**config.mk**
```make
export PLATFORM = sky130hd
export DESIGN_NAME = hazard_scoreboard
export DESIGN_NICKNAME = d
export VERILOG_FILES = /design/src/rtl/hazard_scoreboard_pkg.sv /design/src/rtl/hazard_scoreboard_match.sv /design/src/rtl/hazard_scoreboard.sv
export SDC_FILE = /design/constraint.sdc
export NUM_CORES = 1
export LEC_CHECK = 0
export CAP_MARGIN = 20
export CORE_MARGIN = 3
export CORE_UTILIZATION = 31
export DETAILED_ROUTE_END_ITERATION = 8
export GPL_TIMING_DRIVEN = 0
export PLACE_DENSITY_LB_ADDON = 0.2
export SKIP_LAST_GASP = 1
export SLEW_MARGIN = 40
export SYNTH_ARGS = -nofsm -noshare
export SYNTH_HDL_FRONTEND = slang
export SYNTH_SLANG_ARGS = --single-unit
```
**constraint.sdc**
```tcl
create_clock -name clk -period 5.9 [get_ports clk]
set_input_delay 0.885 -clock clk [delete_from_list [all_inputs] [get_ports clk]]
set_output_delay 0.885 -clock clk [all_outputs]
set_load 0.02 [all_outputs]
```
**src/rtl/hazard_scoreboard_pkg.sv**
```systemverilog
// hazard_scoreboard_pkg: shared pipeline slot types and constants
package hazard_scoreboard_pkg;
  localparam int REG_W = 4;
  typedef struct packed {
    logic             valid;
    logic             wb_en;
    logic             mem_r_en;
    logic [REG_W-1:0] dest;
  } slot_t;
  localparam slot_t BUBBLE = '0;
endpackage

```
**src/rtl/hazard_scoreboard_match.sv**
```systemverilog
// hazard_match: flags a pipeline slot that writes the given source register
module hazard_match
  import hazard_scoreboard_pkg::*;
(
  input  slot_t            slot,
  input  logic [REG_W-1:0] src,
  input  logic             use_src,
  output logic             hit
);
  assign hit = use_src & slot.valid & slot.wb_en & (slot.dest == src);
endmodule

```
**src/rtl/hazard_scoreboard.sv**
```systemverilog
// hazard_scoreboard: tracks in-flight writes and raises IF/ID stalls
module hazard_scoreboard
  import hazard_scoreboard_pkg::*;
#(
  parameter int CNT_W = 16
) (
  input  logic             clk,
  input  logic             rst,
  input  logic             freeze,
  input  logic             flush,
  input  logic             fwd_en,
  input  logic             id_valid,
  input  logic [REG_W-1:0] id_src1,
  input  logic [REG_W-1:0] id_src2,
  input  logic             id_use_src1,
  input  logic             id_use_src2,
  input  logic             id_wb_en,
  input  logic             id_mem_r_en,
  input  logic [REG_W-1:0] id_dest,
  output logic             hazard,
  output logic             mem_wb,
  output logic [REG_W-1:0] mem_dest,
  output logic             wb_wb,
  output logic [REG_W-1:0] wb_dest,
  output logic [CNT_W-1:0] stall_count
);
  slot_t ex, mem, wb, id_slot;
  logic use1, use2, hit_ex1, hit_ex2, hit_mem1, hit_mem2;
  assign use1 = id_valid & id_use_src1;
  assign use2 = id_valid & id_use_src2;
  assign id_slot = {id_valid, id_wb_en, id_mem_r_en, id_dest};
  hazard_match u_ex1  (.slot(ex),  .src(id_src1), .use_src(use1), .hit(hit_ex1));
  hazard_match u_ex2  (.slot(ex),  .src(id_src2), .use_src(use2), .hit(hit_ex2));
  hazard_match u_mem1 (.slot(mem), .src(id_src1), .use_src(use1), .hit(hit_mem1));
  hazard_match u_mem2 (.slot(mem), .src(id_src2), .use_src(use2), .hit(hit_mem2));
  assign hazard = fwd_en ? ((hit_ex1 | hit_ex2) & ex.mem_r_en)
                         : (hit_ex1 | hit_ex2 | hit_mem1 | hit_mem2);
  assign mem_wb   = mem.valid & mem.wb_en;
  assign mem_dest = mem.dest;
  assign wb_wb    = wb.valid & wb.wb_en;
  assign wb_dest  = wb.dest;
  // Shift slots down the pipe, injecting a bubble into EX on stall or flush
  always_ff @(posedge clk) begin
    if (rst) begin
      ex          <= BUBBLE;
      mem         <= BUBBLE;
      wb          <= BUBBLE;
      stall_count <= '0;
    end else if (!freeze) begin
      ex  <= (flush | hazard) ? BUBBLE : id_slot;
      mem <= ex;
      wb  <= mem;
      if (hazard && !(&stall_count)) stall_count <= stall_count + 1'b1;
    end
  end
endmodule

```
* After elaboration in Yosys (flattened, before gate mapping)
Cells that the tools add are included.
** Word-level totals
- Flip-flop bits (word level) :: 35
- Latch bits :: 0
- Bits in writable memories :: 0
- ROM bits :: 0
- Output and inout bits :: 27
- Memories :: 0
** Operators by class
- Add/sub/neg operators :: 1
- Multiply operators :: 0
- Div/mod/pow operators :: 0
- Magnitude comparators :: 0
- Eq/ne operators :: 4
- Shifts and indexed selects :: 0
- Mux-type cells :: 2
- Bitwise gates (word level) :: 22
- Reductions and logical operators :: 4
** Operators by type and width (count)
- $and 1x1->1 :: 17
- $add 16x1->16 const B :: 1
- $eq 4x4->1 :: 4
- $reduce_and 16->1 :: 1
- $mux 7 :: 1
- $or 1x1->1 :: 4
- $reduce_and 2->1 :: 1
- $logic_and 1x1->1 :: 1
- $logic_not 1->1 :: 1
- $mux 1 :: 1
- $not 1->1 :: 1

* Longest topological paths before layout
Gate-level depths: netlist of run 1.
- Word-level depth :: 10
- Mapped depth :: 8
- Depth with buffers taken out :: 7

* By module
From an unflattened synthesis of run 1, not the netlist that was laid out.
** Second synthesis, totals
- Cell total of the unflattened synthesis :: 213
- Area, all modules :: 1944.4 um^2
** Modules (own cells, without submodules)
- hazard_scoreboard :: times used 1, cells an instance 189, area each 1729.2 um^2, seq. area each 720.7 um^2
- hazard_match :: times used 4, cells an instance 6, area each 53.8 um^2, seq. area each 0.0 um^2

* Least setup slack after synthesis of run 1
Ideal clock, no wire load.
- Path kind :: input to output
- Start :: input id_valid
- End :: output hazard
- Arrival time :: 1.777 ns
- Data required time :: 5.015 ns
- Slack :: 3.238 ns
- Stages on the path :: 5
- Path buffers :: 0
- Cells stage by stage :: and4_1 > nand3_1 > o221a_1 > a31o_1 > inv_1
** Between the ends
- Word-level cells in the longest chain between the ends :: 8
** Ends and longest elaborated chain
- start: declaration :: line hazard_scoreboard.sv:12 : input logic id_valid,
- $and 1x1->1, on equally long branches :: line hazard_scoreboard.sv:29, hazard_scoreboard.sv:30
- $and 1x1->1 (3 in a row) :: line hazard_scoreboard_match.sv:10 : assign hit = use_src & slot.valid & slot.wb_en & (slot.dest == src);
- $or 1x1->1 :: line hazard_scoreboard.sv:36, hazard_scoreboard.sv:37
- $or 1x1->1 (2 in a row) :: line hazard_scoreboard.sv:37 : : (hit_ex1 | hit_ex2 | hit_mem1 | hit_mem2);
- $mux 1 (*) :: line hazard_scoreboard.sv:36 : assign hazard = fwd_en ? ((hit_ex1 | hit_ex2) & ex.mem_r_en)
- end: declaration :: line hazard_scoreboard.sv:20 : output logic hazard,
Every way passes the cells marked *; elsewhere a longest branch is shown, timed or not.

* Worst setup path in the final report of run 1
Ends and elaborated chain as after synthesis.

==> results.md, run 1 <==
* Status: complete, no violations
* Detailed Routing Iterations Pass 1 at 4
* Syn nets at 220
* Switch share at 23.3%
* Drt drc at 0
* CP max FO at 5
* Synth Area in XOR/XNOR at 7.86%
* Initial Utilization at 33.4%
* Post-Synth Simple-Gate Area at 22.2%
* Layout cell share with drive strength beyond 1 at 8.33%
* Element type at the critical path start: primary input
* CTS tree: done
* Critical-path cell list: clkdlybuf4s50_1 -> and4_1 -> nand3_1 -> o221a_1 -> a31o_1 -> inv_1 -> clkdlybuf4s50_1
* Total setup buffers inserted after CTS at 0
* #FFs+latches synth at 35
* CTS clk-pin slew, worst paths at 70 ps
* Initial antenna violation count at 0
* Crit path from: id_valid
* Die Wd at 81.8 µm
* Clock Tree Buf Depth at 2
* Post-Syn Area at 0.00178 mm²
* H-tree depth at 2
* Crit path depth at 7
* Post-DRT Antenna Nets at 0
* Total gr overflow at 0
* Slowest cell delay on critical path at 620 ps
* Post-Place Cells at 314
* Switching component of the power at 113 µW
* Slew Limit Fails at 0
* CP required at 5020 ps
* Clock Power Share at 40.2%
* Synth Warn # at 0
* Yosys top cell by area: dfxtp_1
* Placed cell area at 0.00234 mm²
* Period Utilization, post-route at 64.7%
* Design Power at 485 µW
* Unrepaired setup endpoints after global routing: false
* Worst-Margin Slew at 802 ps
* Main synth FF type: dfxtp_1
* WP buf/inv at 3
* Routed via count at 1,634
* Synth Area in Adders at 0.702%
* Fin crit period at 3820 ps
* Synth top area share at 39.3%
* Final hold viol count at 0
* Global-route wire length before repair at 7410 µm
* Cells after Synth at 197
* Clk_skew at 2.80 ps
* Number of antenna cells inserted at 0
* Slew Limit Headroom at 46.1%
* Most frequent CP cell: clkdlybuf4s50_1
* Post-cts gate resize count at 0
* Worst slack at placement at 2080 ps
* Synth Area per Inst at 9.05 µm²
* CTS Hold Bufs at 0
* Leakage power at 0.000833 µW
* Peak supply drop at 0.0000965 V
* RD Place Congestion at 0.803
* CP arrival at 2930 ps
* Via/cell ratio at 5.07
* PD cells at 199 mW/mm²
* HP Start: wb[5]
* Sequential fraction of design power at 50.1%
* Final cell count without fillers at 322
* Min-delay worst type: reg2reg
* Cell Rows at 26
* Post-synth cell types at 33
* FILL cells at 547
* Die area at 0.00670 mm²
* Pint at 372 µW
* DRT iter0 DRCs at 108
* GRT Overall Usage at 14.6%
* Largest cells by area after synthesis: dfxtp_1 (39%), xnor2_1 (7.9%), mux2i_1 (6.7%)
* CTS buffer count at 5
* RR Startpoint: stall_count[0]
* Core area at 0.00534 mm²
* Setup TNS at 0 ps
* Largest net degree at the start of global routing at 11
* Max-cap viol count at 0
* Clk_lat worst skew at 290 ps
* Area grow syn2layout at 36.9%
* Crit path kind: in2out
* WL final at 4580 µm
* Nets at 274
* Sink Count at 35
* DIE HEIGHT at 81.8 µm
* Root Buffer: clkbuf_8
* Finished Cell Area at 0.00244 mm²
* Crit path max-delay family: buffers and inverters
* Buffers on Ports at 47
* Post-DR wirelength/cell at 14.2 µm
* Post-synthesis sequential area ratio at 39.3%
* # setup viols final at 0
* Worst Setup End Kind: output pin
* Final WS setup at 2080 ps
* Hold depth at 2
* Logic pwr share at 9.8%
* CP max stage cell: clkdlybuf4s50_1
* Fmax at 262 MHz
* Number of synthesized flops with an enable pin at 0
* Vias in the first global route at 1,515
* Area fraction in compound gates after synthesis at 15.3%
* Num ports at 49
* Largest family of logic cells by synthesized area: simple AND/OR/NAND/NOR gates
* R2R cell count at 8
* Mux cell area share after synthesis at 8.00%
* Asr flop ratio synth at 0%
* Post-DP HPWL at 3360 µm
==> worst min-delay path, delay by kind of cell, from the launching register on <==
kind,cells,cell delay (ps)
flops,1,320
mux,1,60
simple gates,1,70
==> cell families (layout without fill, tap and decap cells) <==
group,Yosys count,in the layout
and+or+nand+nor,70,70
AOI/OAI and AO/OA,40,40
DFF,35,35
buffers and inverters,21,76
xor gates and xnor gates,16,16
muxes,14,14
adders and majority gates,1,1
==> sequential cells by signal (all words and copies together) (netlist names) <==
register	flops
stall_count	16
ex	7
mem_dest	4
mem	2
wb	2
wb_dest	4
==> metrics by stage <==
step | util (%) | hold slack (ps)
floorplan | - | 456
global placement | 43.9 | 475
detailed placement | 43.9 | 484
CTS | 45.8 | 501
global route | 45.8 | 535
finish | 45.8 | 494
==> layout make-up <==
cell class,instances,area [µm²],area share (%)
Inverter,3,11.3,0.461
Buffer,18,108,4.41
Clock buffer,8,100,4.10
Sequential cell,35,701,28.7
Timing Repair Buffer,47,470,19.3
Tap cell,70,87.6,3.59
Multi-Input combinational cell,141,963,39.5
==> final timing paths <==
path,endpoint,slack [ps]
max reg2reg,stall_count[1],3630
min,wb[5],490
max,hazard,2080
min reg2reg,wb[5],490
==> per-layer routing <==
layer  vias to the layer above  share of wire, %  global-route usage, %
met5                         -                 0                      0
met4                         0               1.5                   5.98
met3                         6               4.4                   4.17
met2                        35                44                   21.6
met1                       764                50                   19.9
li1                        829                 -                      -
==> synthesized netlist by cell type (4+ instances only) <==
master / count
a21oi_1: 14
a22o_1: 7
and4_1: 5
buf_4: 8
clkbuf_1: 4
dfxtp_1: 35
mux2i_1: 12
nand2_1: 6
nand3_1: 14
nand4_1: 4
nor2_1: 18
o31ai_1: 11
or4_1: 11
xnor2_1: 16
==> power groups by stage <==
stage / registers [µW] / clock network (µW) / logic [µW]
after global routing: 243 / 212 / 51.4
after global placement: 248 / 0 / 47.4
after floorplan: 247 / 0 / 24.0
after detailed placement: 248 / 0 / 47.5
after CTS: 243 / 203 / 47.7
final: 243 / 195 / 47.3
==> placed cells by master, fill, tap and decap left out, types with 7 or more instances in the layout <==
master,instances
clkdlybuf4s50_1,47
buf_4,8
nand3_1,14
clkbuf_8,7
mux2i_1,12
a22o_1,7
or4_1,11
dfxtp_1,35
nor2_1,18
o31ai_1,11
xnor2_1,16
a21oi_1,14
(Power assumes the default switching activity.)
==> run 2: changes to the inputs <==
==> constraint.sdc (replaced) <==
create_clock -name clk -period 3.1 [get_ports clk]
set_input_delay 0.465 -clock clk [delete_from_list [all_inputs] [get_ports clk]]
set_output_delay 0.465 -clock clk [all_outputs]
set_load 0.02 [all_outputs]
==> run 2 against run 1 <==
  * Wire length is essentially flat
  * Die area is the same
  * Clock power grew 90%
  * Cell count is the same
  * Global-route usage is the same
  * Sequential share of layout area is essentially flat
  * Non-clock buffer count is the same
  * Critical endpoint unchanged
==> results.md, run 2 (same netlist as run 1, synthesis figures left out) <==
* Leakage power at 0.000852 µW
* Critical-path cell list: clkdlybuf4s50_1 -> and4_1 -> nand3_1 -> o221a_1 -> a31o_1 -> inv_1 -> dlymetal6s2s_1
* Total gr overflow at 0
* R2R cell count at 8
* Min-delay worst type: reg2reg
* Cell Rows at 26
* Fmax at 385 MHz
* Initial Utilization at 33.4%
* CP required at 2630 ps
* Die Wd at 81.8 µm
* Hold WS at 494 ps
* CTS clk-pin slew, worst paths at 70 ps
* Period Utilization, post-route at 83.9%
* H-tree depth at 2
* Layout cell share with drive strength beyond 1 at 8.33%
* Total setup buffers inserted after CTS at 0
* PD cells at 377 mW/mm²
* Largest net degree at the start of global routing at 11
* Post-DP HPWL at 3360 µm
* CTS tree: done
* Clk_skew at 2.80 ps
* GR peak layer: met2
* CP max stage cell: clkdlybuf4s50_1
* Biggest regs: stall_count x16, ex x7
* Hold depth at 2
* CTS buffer count at 5
* Grt met2 use at 21.6%
* # setup viols final at 0
* Area grow syn2layout at 37.1%
* Sink Count at 35
* Setup TNS at 0 ps
* Worst-Margin Slew at 802 ps
* CP max FO at 5
* Nets at 274
* Register name with the most flops: stall_count
* Clock Tree Buf Depth at 2
* Met3 GRT Util at 4.17%
* Most common cell after layout, fill and taps aside: clkdlybuf4s50_1
* WL final at 4580 µm
* Root Buffer: clkbuf_8
* Element type at the critical path start: primary input
* FILL cells at 548
* Routed via count at 1,634
* Drt drc at 0
* DRT iter0 DRCs at 108
* Post-cts gate resize count at 0
* Core area at 0.00534 mm²
* Max reg flops at 16
* Crit path max-delay family: buffers and inverters
* Slowest cell delay on critical path at 520 ps
* Detailed Routing Iterations Pass 1 at 4
* Status: complete, no violations
* Post-DRT Antenna Nets at 0
* Slew Limit Headroom at 46.1%
* Most frequent cells in the layout: clkdlybuf4s50_1 (46), dfxtp_1 (35), nor2_1 (18), xnor2_1 (16)
* Worst Setup End Kind: output pin
* Placed cell area at 0.00234 mm²
* RD Place Congestion at 0.803
* Vias in the first global route at 1,515
* Slew Limit Fails at 0
* Post-DR wirelength/cell at 14.2 µm
* Initial antenna violation count at 0
* CTS Hold Bufs at 0
* Die area at 0.00670 mm²
* Buffers on Ports at 47
* Met1 Use GR at 19.9%
* Crit path kind: in2out
* Clk_lat worst skew at 290 ps
* Via/cell ratio at 5.07
* Num ports at 49
* GRT Overall Usage at 14.6%
* Crit path depth at 7
* Peak supply drop at 0.000184 V
* Final hold viol count at 0
* Unrepaired setup endpoints after global routing: false
* CP arrival at 2130 ps
* WP buf/inv at 3
* Global-route wire length before repair at 7410 µm
* DIE HEIGHT at 81.8 µm
* Number of antenna cells inserted at 0
* Fin crit period at 2600 ps
* Max-cap viol count at 0
* Finished Cell Area at 0.00244 mm²
run 2: tightest hold or removal path, stage by stage, from the launching register on:
cell     delay [ps]
dfxtp_1         320
mux2i_1          60
nor2_1           70
run 2: worst paths after layout:
check	startpoint	endpoint	slack (ps)
min	wb[5]	wb[5]	490
min reg2reg	wb[5]	wb[5]	490
max reg2reg	stall_count[0]	stall_count[1]	830
max	id_valid	hazard	500
run 2: cell type report:
| type | count | area (µm²) | share of cell area (%) |
|---|---|---|---|
| Clock buffer | 8 | 100 | 4.10 |
| Multi-Input combinational cell | 141 | 963 | 39.4 |
| Buffer | 18 | 108 | 4.40 |
| Timing Repair Buffer | 47 | 473 | 19.4 |
| Tap cell | 70 | 87.6 | 3.58 |
| Sequential cell | 35 | 701 | 28.7 |
| Inverter | 3 | 11.3 | 0.461 |
run 2: power by group:
group | internal [µW] | leakage (µW) | switching, µW
Combinational | 49.0 | 0.000518 | 41.1
Clock | 203 | 0.0000515 | 167
Sequential | 455 | 0.000283 | 6.53
run 2: metrics by stage:
| step | std cells | utilization, % | setup slack [ps] | power (µW) |
|---|---|---|---|---|
| 2_1_floorplan | 197 | - | 1000 | 516 |
| 3_3_place_gp | 314 | 43.9 | 116 | 562 |
| 3_5_place_dp | 314 | 43.9 | 119 | 563 |
| 4_1_cts | 322 | 45.8 | 115 | 940 |
| 5_1_grt | 322 | 45.8 | 373 | 965 |
| 6_report | 322 | 45.8 | 500 | 922 |
run 2: routing by layer:
layer  vias to the layer above  wire [µm]
met2                        35       2020
met3                         6        200
li1                        829          -
met5                         -          0
met4                         0         70
met1                       764       2290
==> run 3: changes to the inputs <==
==> constraint.sdc (replaced) <==
create_clock -name clk -period 2.25 [get_ports clk]
set_input_delay 0.3375 -clock clk [delete_from_list [all_inputs] [get_ports clk]]
set_output_delay 0.3375 -clock clk [all_outputs]
set_load 0.02 [all_outputs]
==> run 3 against run 2 <==
  * The flow now finishes with violations (negative setup slack)
  * Clock power up 38%
  * Die area unchanged
  * Power up 38%
  * Count of clock-buffer cells in the layout unchanged
  * Combinational power up 40%
  * Setup slack worse by 500 ps
  * Worst hold slack worse by 20 ps
  * Register-to-register slack worse by 690 ps
  * Sequential share of layout area down 0.85 points
  * Largest power group unchanged
==> results.md, run 3 (same netlist as run 1, synthesis figures left out) <==
* Status: finished with violations
* Failing checks: negative setup slack
* Slew Limit Fails at 0
* Pint at 975 µW
* Critical-path cell list: clkdlybuf4s50_1 -> xnor2_1 -> nand3_1 -> o221a_1 -> a31o_4 -> buf_6 -> nor4_2 -> mux2_2
* Clk_skew at 2.87 ps
* H-tree depth at 2
* # setup viols final at 1
* Initial antenna violation count at 0
* Clock Tree Buf Depth at 2
* Met1 Wirelength at 2220 µm
* Worst slack at placement at -476 ps
* GRT Overall Usage at 14.8%
* WP buf/inv at 2
* Hold Path Sink: ex[6]
* Unrepaired setup endpoints after global routing: true
* Total setup buffers inserted after CTS at 0
* Element type at the critical path start: primary input
* R2R cell count at 7
* Initial Utilization at 33.4%
* Min-delay worst type: in2reg
* Period Utilization, post-route at 100%
* DRT iter0 DRCs at 92
* Global-route wire length before repair at 7500 µm
* Layout cell share with drive strength beyond 1 at 13.5%
* WL final at 4640 µm
* DR WL met2 at 2110 µm
* CTS buffer count at 5
* Vias in the first global route at 1,538
* Fmax at 444 MHz
* Biggest regs: stall_count x16, ex x7
* Final hold viol count at 0
* Max reg flops at 16
* Logic pwr share at 9.9%
* Core area at 0.00534 mm²
* Nets at 274
* RR Startpoint: ex[3]
* Routed via count at 1,637
* Most common cell after layout, fill and taps aside: clkdlybuf4s50_1
* HP Start: id_valid
* Worst Setup End Kind: flop
* CP max FO at 10
* Leakage power at 0.000882 µW
* Clock Power Share at 40.1%
* Slew Limit Headroom at 48.6%
* Final WS setup at -3.25 ps
* Post-DRT Antenna Nets at 0
* Crit path max-delay family: buffers and inverters
* CP arrival at 2430 ps
* Switch share at 23.4%
* Die Wd at 81.8 µm
* Number of antenna cells inserted at 0
* Detailed Routing Iterations Pass 1 at 4
* Sequential fraction of design power at 50.0%
* Num ports at 49
* CTS clk-pin slew, worst paths at 70 ps
* Register name with the most flops: stall_count
* CP max stage cell: clkdlybuf4s50_1
* Slowest cell delay on critical path at 510 ps
* Switching component of the power at 299 µW
* Largest net degree at the start of global routing at 11
* R2R Path End: stall_count[15]
* Peak supply drop at 0.000251 V
* Highest routed layer: met4
* Die area at 0.00670 mm²
* Buffers on Ports at 47
* Post-DP HPWL at 3360 µm
* RD Place Congestion at 0.803
* Total gr overflow at 0
* CTS tree: done
* Root Buffer: clkbuf_8
* Clk_lat worst skew at 290 ps
* Fin crit period at 2250 ps
* Final cell count without fillers at 322
* Area grow syn2layout at 41.3%
* Post-Place Cells at 314
* Via/cell ratio at 5.08
* Cell Rows at 26
* PD cells at 506 mW/mm²
* Hold depth at 2
* Crit path kind: in2reg
* DIE HEIGHT at 81.8 µm
* CP required at 2430 ps
* Sink Count at 35
* Worst-Margin Slew at 771 ps
* Post-DR wirelength/cell at 14.4 µm
* R2R Setup Slk at 140 ps
* Drt drc at 0
* Met3 wire length at 234 µm
* Max-cap viol count at 0
* Most frequent cells in the layout: clkdlybuf4s50_1 (43), dfxtp_1 (35), nor2_1 (17), xnor2_1 (15), nand3_1 (14)
## run 3: what timing repair did
| item | in CTS | in global routing |
|---|---|---|
| endpoints found under the hold margin | 0 | 0 |
| pin swaps | 0 | 6 |
| hold buffers | 0 | 0 |
| gates resized for setup | 11 | 16 |
| endpoints found under the setup margin | 11 | 22 |
| gates cloned | 0 | 0 |
## run 3: routing by layer
metal  global-route usage, %  up-vias
li1                        -      830
met1                    19.7      760
met2                    22.5       41
met3                    4.17        6
met4                    5.98        0
met5                       0        -
## run 3: how the worst max path moves through the flow
| stage | depth (start not counted) | to | from | slack [ps] |
|---|---|---|---|---|
| 2_1_floorplan | 7 | stall_count[15] | mem[6] | 210 |
| 3_3_place_gp | 7 | hazard | id_valid | -480 |
| 3_5_place_dp | 7 | hazard | id_valid | -480 |
| 4_1_cts | 7 | hazard | id_src1[3] | -30 |
| 5_1_grt | 8 | stall_count[15] | id_src1[3] | -50 |
| 6_report | 8 | stall_count[15] | id_src1[3] | -3 |
## run 3: final cells by class
cell class,instances,area (µm²)
Buffer,18,119
Clock buffer,8,100
Fill cell,554,2820
Inverter,3,11.3
Multi-Input combinational cell,141,1030
Sequential cell,35,701
Tap cell,70,87.6
Timing Repair Buffer,47,472
## run 3: power groups by stage
stage	clock network [µW]	logic (µW)	registers [µW]
2_1_floorplan	0	62.9	648
3_3_place_gp	0	124	651
3_5_place_dp	0	125	651
4_1_cts	533	125	636
5_1_grt	559	137	638
6_report	511	126	636
## run 3: stage by stage
stage                     setup TNS (ps)  hold WS (ps)  area, µm²  power (µW)  util, %
after floorplan                        0           456       1780         711        -
after CTS                          -30.1           459       2460        1290     46.0
after detailed placement           -7390           484       2340         775     43.9
after global routing                -155           528       2520        1330     47.2
final                              -3.25           474       2520        1270     47.2
after global placement             -7710           475       2340         775     43.9
